File: config.mk
export PLATFORM = sky130hd
export DESIGN_NAME = core_mdu
export DESIGN_NICKNAME = d
export VERILOG_FILES = /design/src/rtl/core_mdu_pkg.sv /design/src/rtl/core_mdu_divider.sv /design/src/rtl/core_mdu.sv
export SDC_FILE = /design/constraint.sdc
export NUM_CORES = 2
export LEC_CHECK = 0
export CAP_MARGIN = 20
export CORE_UTILIZATION = 60
export CTS_BUF_LIST = sky130_fd_sc_hd__clkbuf_8
export DETAILED_ROUTE_END_ITERATION = 6
export MAX_ROUTING_LAYER = met4
export PLACE_DENSITY = 0.77
export SYNTH_ARGS = -nofsm -noshare
export SYNTH_HDL_FRONTEND = slang
export SYNTH_HIERARCHICAL = 1
export SYNTH_SLANG_ARGS = --single-unit
File: constraint.sdc
create_clock -name i_mdu_clk -period 25.1 [get_ports i_mdu_clk]
set_clock_uncertainty 0.2 [all_clocks]
set_input_delay 2.51 -clock i_mdu_clk [delete_from_list [all_inputs] [get_ports i_mdu_clk]]
set_output_delay 2.51 -clock i_mdu_clk [all_outputs]
set_load 0.02 [all_outputs]
File: src/rtl/core_mdu_pkg.sv
// core_mdu_pkg: shared types and constants for the iterative RV64M multiply/divide unit.
// Ports: none (package). Provides FSM state enum, funct3 op enum, iteration counts
// and a 32->64 sign-extension helper used for the W variants.
package core_mdu_pkg;

    typedef enum logic [1:0] {
        IDLE,
        CALC,
        FIX,
        DONE
    } mdu_state_e;

    typedef enum logic [2:0] {
        OP_MUL    = 3'b000,
        OP_MULH   = 3'b001,
        OP_MULHSU = 3'b010,
        OP_MULHU  = 3'b011,
        OP_DIV    = 3'b100,
        OP_DIVU   = 3'b101,
        OP_REM    = 3'b110,
        OP_REMU   = 3'b111
    } mdu_op_e;

    localparam int MDU_ITER_D = 64;
    localparam int MDU_ITER_W = 32;

    function automatic logic [63:0] sext32(input logic [31:0] v);
        return {{32{v[31]}}, v};
    endfunction

endpackage

File: src/rtl/core_mdu_divider.sv
// core_mdu_divider: restoring divide datapath, one quotient bit per i_step cycle.
// Ports: i_clk/i_rst (async active-high), i_load captures dividend/divisor and clears
// the remainder, i_step runs one shift-subtract; o_quotient/o_remainder are the raw magnitudes.
module core_mdu_divider #(
    parameter int XLEN = 64
) (
    input  logic            i_clk,
    input  logic            i_rst,
    input  logic            i_load,
    input  logic            i_step,
    input  logic [XLEN-1:0] i_dividend,
    input  logic [XLEN-1:0] i_divisor,
    output logic [XLEN-1:0] o_quotient,
    output logic [XLEN-1:0] o_remainder
);

    logic [XLEN-1:0] r_quo;
    logic [XLEN-1:0] r_rem;
    logic [XLEN-1:0] r_dvs;
    logic [XLEN:0]   w_shift;
    logic [XLEN-1:0] w_diff;
    logic            w_ge;

    // The dividend shifts out of the top of r_quo into the partial remainder while
    // quotient bits shift in at the bottom. The shifted remainder can need XLEN+1 bits,
    // but when it is >= divisor the difference is always < divisor, so XLEN bits suffice.
    assign w_shift = {r_rem, r_quo[XLEN-1]};
    assign w_ge    = (w_shift >= {1'b0, r_dvs});
    assign w_diff  = w_shift[XLEN-1:0] - r_dvs;

    always_ff @(posedge i_clk or posedge i_rst) begin
        if (i_rst) begin
            r_quo <= '0;
            r_rem <= '0;
            r_dvs <= '0;
        end else if (i_load) begin
            r_quo <= i_dividend;
            r_rem <= '0;
            r_dvs <= i_divisor;
        end else if (i_step) begin
            r_rem <= w_ge ? w_diff : w_shift[XLEN-1:0];
            r_quo <= {r_quo[XLEN-2:0], w_ge};
        end
    end

    assign o_quotient  = r_quo;
    assign o_remainder = r_rem;

endmodule

File: src/rtl/core_mdu.sv
// core_mdu: iterative RV64M multiply/divide unit; holds EX via o_mdu_busy and pulses o_mdu_done.
// Ports: i_mdu_clk, i_mdu_rst (async active-high), i_mdu_start/funct3/word/src_a/src_b from EX,
// i_mdu_stall/i_mdu_flush pipeline control; o_mdu_busy, o_mdu_done, o_mdu_result to hazard unit / EX mux.
module core_mdu
    import core_mdu_pkg::*;
#(
    parameter int XLEN = 64
) (
    input  logic            i_mdu_clk,
    input  logic            i_mdu_rst,
    input  logic            i_mdu_start,
    input  logic [2:0]      i_mdu_funct3,
    input  logic            i_mdu_word,
    input  logic [XLEN-1:0] i_mdu_src_a,
    input  logic [XLEN-1:0] i_mdu_src_b,
    input  logic            i_mdu_stall,
    input  logic            i_mdu_flush,
    output logic            o_mdu_busy,
    output logic            o_mdu_done,
    output logic [XLEN-1:0] o_mdu_result
);

    mdu_state_e        r_state, w_next;
    mdu_op_e           r_op;
    logic              r_word;
    logic              r_neg;
    logic [6:0]        r_cnt;
    logic [XLEN-1:0]   r_mcand;
    logic [2*XLEN-1:0] r_acc;
    logic [XLEN-1:0]   r_result;

    mdu_op_e           w_op;
    logic              w_is_div, w_is_rem, w_a_sgn, w_b_sgn, w_a_neg, w_b_neg, w_neg;
    logic [XLEN-1:0]   w_a_ext, w_b_ext, w_a_abs, w_b_abs, w_min;
    logic              w_div_zero, w_ovf, w_special, w_accept;
    logic [XLEN-1:0]   w_spec_raw, w_spec_res;
    logic [XLEN:0]     w_sum;
    logic [2*XLEN-1:0] w_prod;
    logic [XLEN-1:0]   w_quo, w_rem, w_quo_fix, w_rem_fix, w_fix_raw, w_fix_res;

    // ---------------- operand preparation (IDLE, straight from EX) ----------------
    assign w_op     = mdu_op_e'(i_mdu_funct3);
    assign w_is_div = i_mdu_funct3[2];
    assign w_is_rem = i_mdu_funct3[2] & i_mdu_funct3[1];
    assign w_a_sgn  = (w_op == OP_MULH) || (w_op == OP_MULHSU) || (w_op == OP_DIV) || (w_op == OP_REM);
    assign w_b_sgn  = (w_op == OP_MULH) || (w_op == OP_DIV) || (w_op == OP_REM);

    assign w_a_ext = i_mdu_word ? (w_a_sgn ? sext32(i_mdu_src_a[31:0]) : {32'b0, i_mdu_src_a[31:0]})
                                : i_mdu_src_a;
    assign w_b_ext = i_mdu_word ? (w_b_sgn ? sext32(i_mdu_src_b[31:0]) : {32'b0, i_mdu_src_b[31:0]})
                                : i_mdu_src_b;
    assign w_a_neg = w_a_sgn & w_a_ext[XLEN-1];
    assign w_b_neg = w_b_sgn & w_b_ext[XLEN-1];
    assign w_a_abs = w_a_neg ? -w_a_ext : w_a_ext;
    assign w_b_abs = w_b_neg ? -w_b_ext : w_b_ext;
    // Remainder follows the dividend's sign; quotient and product follow the XOR.
    assign w_neg   = w_is_rem ? w_a_neg : (w_a_neg ^ w_b_neg);

    // Divide special cases resolve without iterating.
    assign w_min      = i_mdu_word ? 64'hFFFF_FFFF_8000_0000 : 64'h8000_0000_0000_0000;
    assign w_div_zero = w_is_div && (w_b_ext == '0);
    assign w_ovf      = w_is_div && !i_mdu_funct3[0] && (w_a_ext == w_min) && (&w_b_ext);
    assign w_special  = w_div_zero || w_ovf;
    assign w_spec_raw = w_div_zero ? (w_is_rem ? w_a_ext : '1)
                                   : (w_is_rem ? '0 : w_a_ext);
    assign w_spec_res = i_mdu_word ? sext32(w_spec_raw[31:0]) : w_spec_raw;

    assign w_accept = (r_state == IDLE) && i_mdu_start && !i_mdu_flush;

    // ---------------- datapaths ----------------
    // Radix-2 shift-add: multiplier sits in the low half and is consumed LSB-first.
    assign w_sum = {1'b0, r_acc[2*XLEN-1:XLEN]} + (r_acc[0] ? {1'b0, r_mcand} : '0);

    core_mdu_divider #(.XLEN(XLEN)) u_div (
        .i_clk       (i_mdu_clk),
        .i_rst       (i_mdu_rst),
        .i_load      (w_accept),
        .i_step      ((r_state == CALC) && r_op[2]),
        // W ops pre-shift the 32-bit dividend so only 32 steps are needed.
        .i_dividend  (i_mdu_word ? {w_a_abs[31:0], 32'b0} : w_a_abs),
        .i_divisor   (w_b_abs),
        .o_quotient  (w_quo),
        .o_remainder (w_rem)
    );

    assign w_prod    = r_neg ? -r_acc : r_acc;
    assign w_quo_fix = r_neg ? -w_quo : w_quo;
    assign w_rem_fix = r_neg ? -w_rem : w_rem;

    always_comb begin
        w_fix_raw = '0;
        if (r_op[2]) begin
            w_fix_raw = r_op[1] ? w_rem_fix : w_quo_fix;
        end else if (r_word) begin
            // After 32 steps the low product word has shifted into acc[63:32].
            w_fix_raw = {32'b0, r_acc[63:32]};
        end else if (r_op == OP_MUL) begin
            w_fix_raw = w_prod[XLEN-1:0];
        end else begin
            w_fix_raw = w_prod[2*XLEN-1:XLEN];
        end
    end
    assign w_fix_res = r_word ? sext32(w_fix_raw[31:0]) : w_fix_raw;

    // ---------------- FSM ----------------
    always_comb begin
        w_next     = r_state;
        o_mdu_busy = 1'b1;
        o_mdu_done = 1'b0;
        case (r_state)
            IDLE: begin
                o_mdu_busy = i_mdu_start;
                if (w_accept) w_next = w_special ? DONE : CALC;
            end
            CALC: if (r_cnt == 7'd1) w_next = FIX;
            FIX:  w_next = DONE;
            DONE: begin
                o_mdu_done = 1'b1;
                if (!i_mdu_stall) w_next = IDLE;
            end
            default: w_next = IDLE;
        endcase
        if (i_mdu_flush) w_next = IDLE;
    end

    always_ff @(posedge i_mdu_clk or posedge i_mdu_rst) begin
        if (i_mdu_rst) begin
            r_state  <= IDLE;
            r_op     <= OP_MUL;
            r_word   <= 1'b0;
            r_neg    <= 1'b0;
            r_cnt    <= '0;
            r_mcand  <= '0;
            r_acc    <= '0;
            r_result <= '0;
        end else begin
            r_state <= w_next;
            if (w_accept) begin
                r_op    <= w_op;
                r_word  <= i_mdu_word;
                r_neg   <= w_neg;
                r_cnt   <= i_mdu_word ? 7'(MDU_ITER_W) : 7'(MDU_ITER_D);
                r_mcand <= w_a_abs;
                r_acc   <= {{XLEN{1'b0}}, w_b_abs};
                if (w_special) r_result <= w_spec_res;
            end else if (r_state == CALC) begin
                r_cnt <= r_cnt - 7'd1;
                if (!r_op[2]) r_acc <= {w_sum, r_acc[XLEN-1:1]};
            end else if ((r_state == FIX) && !i_mdu_flush) begin
                r_result <= w_fix_res;
            end
        end
    end

    assign o_mdu_result = r_result;

endmodule

# ---- Word-level counts from Yosys, hierarchy flattened
# Cells that the tools add are included.
dict set report op_classes {
  add_sub_neg 8
  magnitude_cmp 1
  eq_ne 15
  n_mux 45
  bitwise_logic 4
  n_reduce_logical 26
}
# operator n
set op_table {}
lappend op_table {{$mux W64} 28}
lappend op_table {{$mux W128} 4}
lappend op_table {{$neg A64 Y64} 4}
lappend op_table {{$neg A128 Y128} 1}
lappend op_table {{$add A64 B64 Y65} 1}
lappend op_table {{$ge A65 B64 Y1} 1}
lappend op_table {{$eq A64 B64 Y1} 1}
lappend op_table {{$logic_not A64 Y1} 1}
lappend op_table {{$reduce_and A64 Y1} 1}
lappend op_table {{$sub A64 B64 Y64} 1}
lappend op_table {{$mux W63} 1}
lappend op_table {{$mux W7} 3}
lappend op_table {{$mux W2} 5}
lappend op_table {{$logic_and A1 B1 Y1} 8}
lappend op_table {{$pmux W2 S4} 1}
lappend op_table {{$eq A7 B1 Y1 const B} 1}
lappend op_table {{$sub A7 B1 Y7 const B} 1}
lappend op_table {{$eq A3 B3 Y1 const B} 2}
lappend op_table {{$logic_or A1 B1 Y1} 6}
lappend op_table {{$ne A3 B2 Y1 const B} 2}
lappend op_table {{$reduce_and A3 Y1} 2}
lappend op_table {{$reduce_bool A2 Y1} 3}
lappend op_table {{$eq A2 B2 Y1 const B} 2}
lappend op_table {{$ne A2 B1 Y1 const B} 2}
lappend op_table {{other kinds (12)} 17}
dict set report totals {
  regBits 462
  inputBits 137
  output_inout_bits 66
  elab_cells 110
}

# ---- Logic depth before layout (Yosys ltp)
dict set report depth {
  depth_word 14
  depth_mapped 16
  depth_no_buf 14
}

# ---- Cells and area by module
# Netlist, hierarchy kept.
# module n_inst cells_each area_per_inst_um2 seq_area_each_um2
set by_module_without_submodules {}
lappend by_module_without_submodules {core_mdu 1 3962 28094.4 6756.5}
lappend by_module_without_submodules {core_mdu_divider 1 1473 12298.0 4804.6}

# ---- Worst setup path after synthesis
# No wires, ideal clock.
dict set report synth_path {
  path_type {input to register}
  start {input i_mdu_src_a[0]}
  end {register u_div.r_quo[56] (netlist: u_div/o_quotient[56])}
  setup_time_ps 133
  arrival_time_ps 5616
  t_required_ps 24767
  setup_slack_ps 19151
  stages 15
  cell_sequence {inv_1 > ha_1 > or3b_2 > nor4b_1 > and2_1 > clkbuf_1 > nand4_1 > a21oi_1 > a21boi_1 > nor2b_1 > nor3_1 > o21ai_0 > o21ai_0 > nand2_1 > o21ai_0}
}
dict set report synth_via {
  elab_chain_cells 6
}
# item line
set synth_rtl {}
lappend synth_rtl {{start: declaration} core_mdu.sv:14} ;# input logic [XLEN-1:0] i_mdu_src_a,
lappend synth_rtl {{$mux W64} core_mdu.sv:48} ;# assign w_a_ext = i_mdu_word ? (w_a_sgn ? sext32(i_mdu_src_a[31:0]) : {32'b0, i_mdu_src_a[31:0]})
lappend synth_rtl {{$mux W64 (*)} core_mdu.sv:48}
lappend synth_rtl {{$neg A64 Y64 (*)} core_mdu.sv:54} ;# assign w_a_abs = w_a_neg ? -w_a_ext : w_a_ext;
lappend synth_rtl {{$mux W64 (*)} core_mdu.sv:54}
lappend synth_rtl {{$mux W64 (*)} core_mdu.sv:80} ;# .i_dividend (i_mdu_word ? {w_a_abs[31:0], 32'b0} : w_a_abs),
lappend synth_rtl {{$mux W64 (*)} core_mdu_divider.sv:36} ;# end else if (i_load) begin
lappend synth_rtl {{end signal: assignment} core_mdu_divider.sv:37} ;# r_quo <= i_dividend;
lappend synth_rtl {{end signal: assignment} core_mdu_divider.sv:42} ;# r_quo <= {r_quo[XLEN-2:0], w_ge};
lappend synth_rtl {{end: declaration} core_mdu_divider.sv:17} ;# logic [XLEN-1:0] r_quo;
# Mark *: on every way between the ends. The rest lies on a longest branch, timed or not.
# A chain may end at the register's enable or synchronous reset.

# ---- Final worst setup path
dict set report layout_path {
  start {input i_mdu_src_b[3]}
  end {register r_result[39] (netlist: o_mdu_result[39])}
}
dict set report layout_via {
  elab_chain_cells 8
  elab_cells_between_ends 13
}
# item line
set layout_rtl {}
lappend layout_rtl {{start: declaration} core_mdu.sv:15} ;# input logic [XLEN-1:0] i_mdu_src_b,
lappend layout_rtl {{$mux W64} core_mdu.sv:50} ;# assign w_b_ext = i_mdu_word ? (w_b_sgn ? sext32(i_mdu_src_b[31:0]) : {32'b0, i_mdu_src_b[31:0]})
lappend layout_rtl {{$mux W64 (*)} core_mdu.sv:50}
lappend layout_rtl {{$logic_not A64 Y1} core_mdu.sv:61} ;# assign w_div_zero = w_is_div && (w_b_ext == '0);
lappend layout_rtl {{$logic_and A1 B1 Y1} core_mdu.sv:61}
lappend layout_rtl {{$mux W64} core_mdu.sv:64} ;# assign w_spec_raw = w_div_zero ? (w_is_rem ? w_a_ext : '1)
lappend layout_rtl {{$mux W64} core_mdu.sv:66} ;# assign w_spec_res = i_mdu_word ? sext32(w_spec_raw[31:0]) : w_spec_raw;
lappend layout_rtl {{$mux W64} core_mdu.sv:145} ;# if (w_special) r_result <= w_spec_res;
lappend layout_rtl {{$mux W64} core_mdu.sv:138} ;# if (w_accept) begin
lappend layout_rtl {{end signal: assignment} core_mdu.sv:145}
lappend layout_rtl {{end signal: assignment} core_mdu.sv:150} ;# r_result <= w_fix_res;
lappend layout_rtl {{end: declaration} core_mdu.sv:30} ;# logic [XLEN-1:0] r_result;
# Mark *: on every way between the ends. The rest lies on a longest branch, timed or not. The select of a mux whose other input is x is not followed.

==> results.md <==
- Clk sinks: ~460
- Hold depth: 2
- Port-buffer cells: between 200 and 250
- Final HPWL DP: ~120000 um
- All-layer global routing usage: about half
- Routed via count: 43881
- Worst Hold Class: reg -> reg
- Stages on worst setup path: 12
- Number of global-route vias before repair: ~40000
- Worst path max stage delay: around 0.92 ns
- Area of the multi-input gates: about 27000 sq um
- Post-cts sizing count: 0
- Die Ht: about 260 um
- Core Box Area: about 66000 sq um
- Top cell by count, worst path: nor2_1
- Max-slew violations: 0
- Final count of hold timing violations: 0
- Inst Count DP: a little over 6000
- Clk root buf: clkbuf_8
- Crit path max fanout: 66
- Iter 0 DRT Violations: roughly 6600
- RD Place Congestion: 1.077
- Fmax: 133.6 MHz
- Syn Inst Count: between 5000 and 6000
- Area Overhead vs Synth: 9.686%
- Inserted Clock Buffers: 86
- Adder-Cell Fraction of Synth Area: 5.086%
- Setup TNS Final: 0 ns
- Failing checks: DRC
- Die span in x: about 260 um
- Async SR Flop Fraction: 100.0%
- Post-CTS Setup Repair Bufs: 0
- CP top delay family: simple AND/OR/NAND/NOR gates
- CP Class: in -> reg
- PwrDens: ~130 nW/um^2
- Mapped cell area: 40390 sq um
- Initial antenna violation count: 9
- Synth unique cells: 93
- Crit path DAT: approximately 8 ns
- Std cell rows: 94
- IO Pins: slightly above 200
- Post-Syn Nets: 5715
- Clk buf depth: 3
- Post-route DRC violation count: 5
- Final ANT Viol Nets: 0
- XOR/XNOR Fraction of Synth Area: under 10%
- H-Tree Depth: 3
- Worst hold slack: 0.2716 ns
- Final setup fails: 0
- Peak supply drop: between 0.2 and 0.3 mV
- Die ar.: around 68000 sq um
- Worst-Skew Late Latency: 0.72 ns
- Post-layout instance count excluding filler cells: 6339
- CP Capture Type: flop
- Largest net degree at the start of global routing: roughly 200
- RSZ-0062 raised after global routing: no
- Largest family of logic cells by synthesized area: compound AO/OA/AOI/OAI gates
- Drt via density: 6.922
- Simple-gate share of the synthesized area: 24.35%
- Post-synthesis mux area share: 2.196%
- WP buf/inv: 2
- Hold Buf Count CTS: 0
- MaxCap Viol Count: 0
- Slew @ Worst Pin: 1.207 ns
- Drt pass-1 iters: 7
- # fillers: between 5000 and 6000
- WL final: approximately 170000 um
- Status: finished, violations left
- Sequential share of the synthesized area: around 29%
- Yosys reg bits: approximately 460
- FF+latch area: roughly 12000 sq um
- CP cell instances: clkdlybuf4s50_1, or3_1, nor3b_1, nand4_1, nor4b_1, a22oi_1, nor2_1, o21ai_4, buf_4, or2_2, o22ai_1, nor2_1
- Crit-path slowest cell: nor4b_1
- P_leak: roughly 18 nW
- Number of synthesized flops with an enable pin: 0
- Critical Path Start Type: primary input
- Crit path time final: approximately 7.5 ns
- PnR Total Power: between 5 and 6 mW
- Worst-path clk slew: 0.06 ns
- Data required time of the worst path: 25.44 ns
- Main synth FF type: dfrtp_1
- Synth Area in Compound Gates: about a quarter
- Ys Warns: 6
- First-pass GRT wire length: between 200000 and 250000 um
- Share of layout cells above drive strength 1: 4.701%
- Grt ovf: 0
- TritonCTS clock tree: done
- Initial Util: 61.00%
- Syn Area/Cell: 7.432 sq um
- WL per Instance: ~26 um
- Reg2reg path depth: 10
- Max_slew headroom: a little under a fifth
- Tcrit/Tclk final: about 30%
- Final net count: roughly 5700
cells in the mapped netlist, types with 31 or more instances:
library cell  count  area share [%]
o21bai_1         33            0.61
o41ai_1          36            0.78
xnor2_1         225             4.9
o211ai_1         38            0.71
inv_1           140             1.3
a221oi_1         31            0.67
and2_1           87             1.3
nand3_1         103             1.3
clkbuf_1        313             2.9
nor4_1           58            0.90
dfrtp_1         462              29
a31oi_1         126             2.0
nor3_1          123             1.5
a21oi_1         422             5.2
nand2_1         858             8.0
o21ai_0         513             6.4
xor2_1          158             3.4
a311oi_1         55             1.2
a21o_1           60             1.1
nand2b_1         38            0.59
a211oi_1         77             1.4
nor2_1          476             4.4
nand4_1          73             1.1
mux2i_1          83             2.1
ha_1            141             4.4
and3_1           36            0.56
o31ai_1          95             1.8
or4_1            56             1.0
or3_1            74             1.1
report_power, final:
group	internal [mW]	total, mW	switching, mW
logic	1.25	3.42	2.17
clock network	0.411	0.765	0.354
registers	1.04	1.61	0.562
total	2.70	5.79	3.09
final timing paths:
check / start / end / slack (ns)
max in group asynchronous: i_mdu_rst / u_div/o_remainder[51] / 20.81
setup reg to reg: r_acc[36] / o_mdu_result[44] / 19.22
min in group asynchronous: i_mdu_rst / r_mcand[4] / 2.26
hold / removal: r_mcand[4] / r_mcand[4] / 0.27
hold reg to reg: r_mcand[4] / r_mcand[4] / 0.27
setup / recovery: i_mdu_src_b[3] / o_mdu_result[39] / 17.61
flip-flops by register name (all words and copies together) (netlist names):
register and cells:
u_div/r_dvs 64, u_div/o_remainder 64, o_mdu_result 64, r_mcand 64
r_acc 128, r_op 3, r_word 1, r_cnt 7
r_neg 1, u_div/o_quotient 64, r_state 2
worst min-delay path, delay by kind of cell (launching register included):
kind               cells  cell delay (ns)
and+or+nand+nor        1             0.05
DFF                    1             0.33
AOI/OAI and AO/OA      1             0.06
cells by family (layout without fill, tap and decap cells):
logic type / Yosys count / in the layout
AND/OR/NAND/NOR: 2111 / 2111
AO/OA/AOI/OAI: 1706 / 1706
buffers and inverters: 518 / 550
flip-flops: 462 / 462
XOR/XNOR: 383 / 383
adder cells (fa/ha/maj): 168 / 168
multiplexers: 87 / 87
other: 0 / 8
stage by stage:
stage          setup slack (ns)  utilization (%)  cell area, sq um
2_1_floorplan             14.95                -             40390
3_3_place_gp              17.17            64.19             42510
3_5_place_dp              17.08            64.20             42510
4_1_cts                   17.79            66.87             44280
5_1_grt                   17.31            66.91             44310
6_report                  17.61            66.91             44310
area by class of cell:
| type | count | area share [%] |
|---|---|---|
| clock buffer | 109 | 3.386 |
| tap | 864 | 2.440 |
| antenna | 8 | 0.04518 |
| multi-input combinational | 4455 | 60.68 |
| clock inverter | 46 | 0.6043 |
| timing repair buffer | 254 | 5.484 |
| inverter | 141 | 1.245 |
| sequential | 462 | 26.12 |
metal layers:
metal	GRT usage, %	vias up	wire [um]
met5	-	-	0
met4	31.06	0	12420
met3	11.90	636	21320
met2	69.22	2978	69700
met1	62.10	20664	62770
li1	-	19603	-
cell usage in the layout, fill, tap and decap left out, drive strengths merged, types with 58 or more instances in the layout:
cell,count
a211oi,77
a21o,60
a21oi,422
a31oi,126
and2,87
clkbuf,110
clkdlybuf4s50,201
dfrtp,462
ha,141
inv,173
mux2i,83
nand2,859
nand3,103
nand4,73
nor2,476
nor3,123
nor4,58
o21ai,527
o31ai,96
or3,77
or4,59
xnor2,225
xor2,158
No activity file was read; power rests on OpenSTA's default activity.
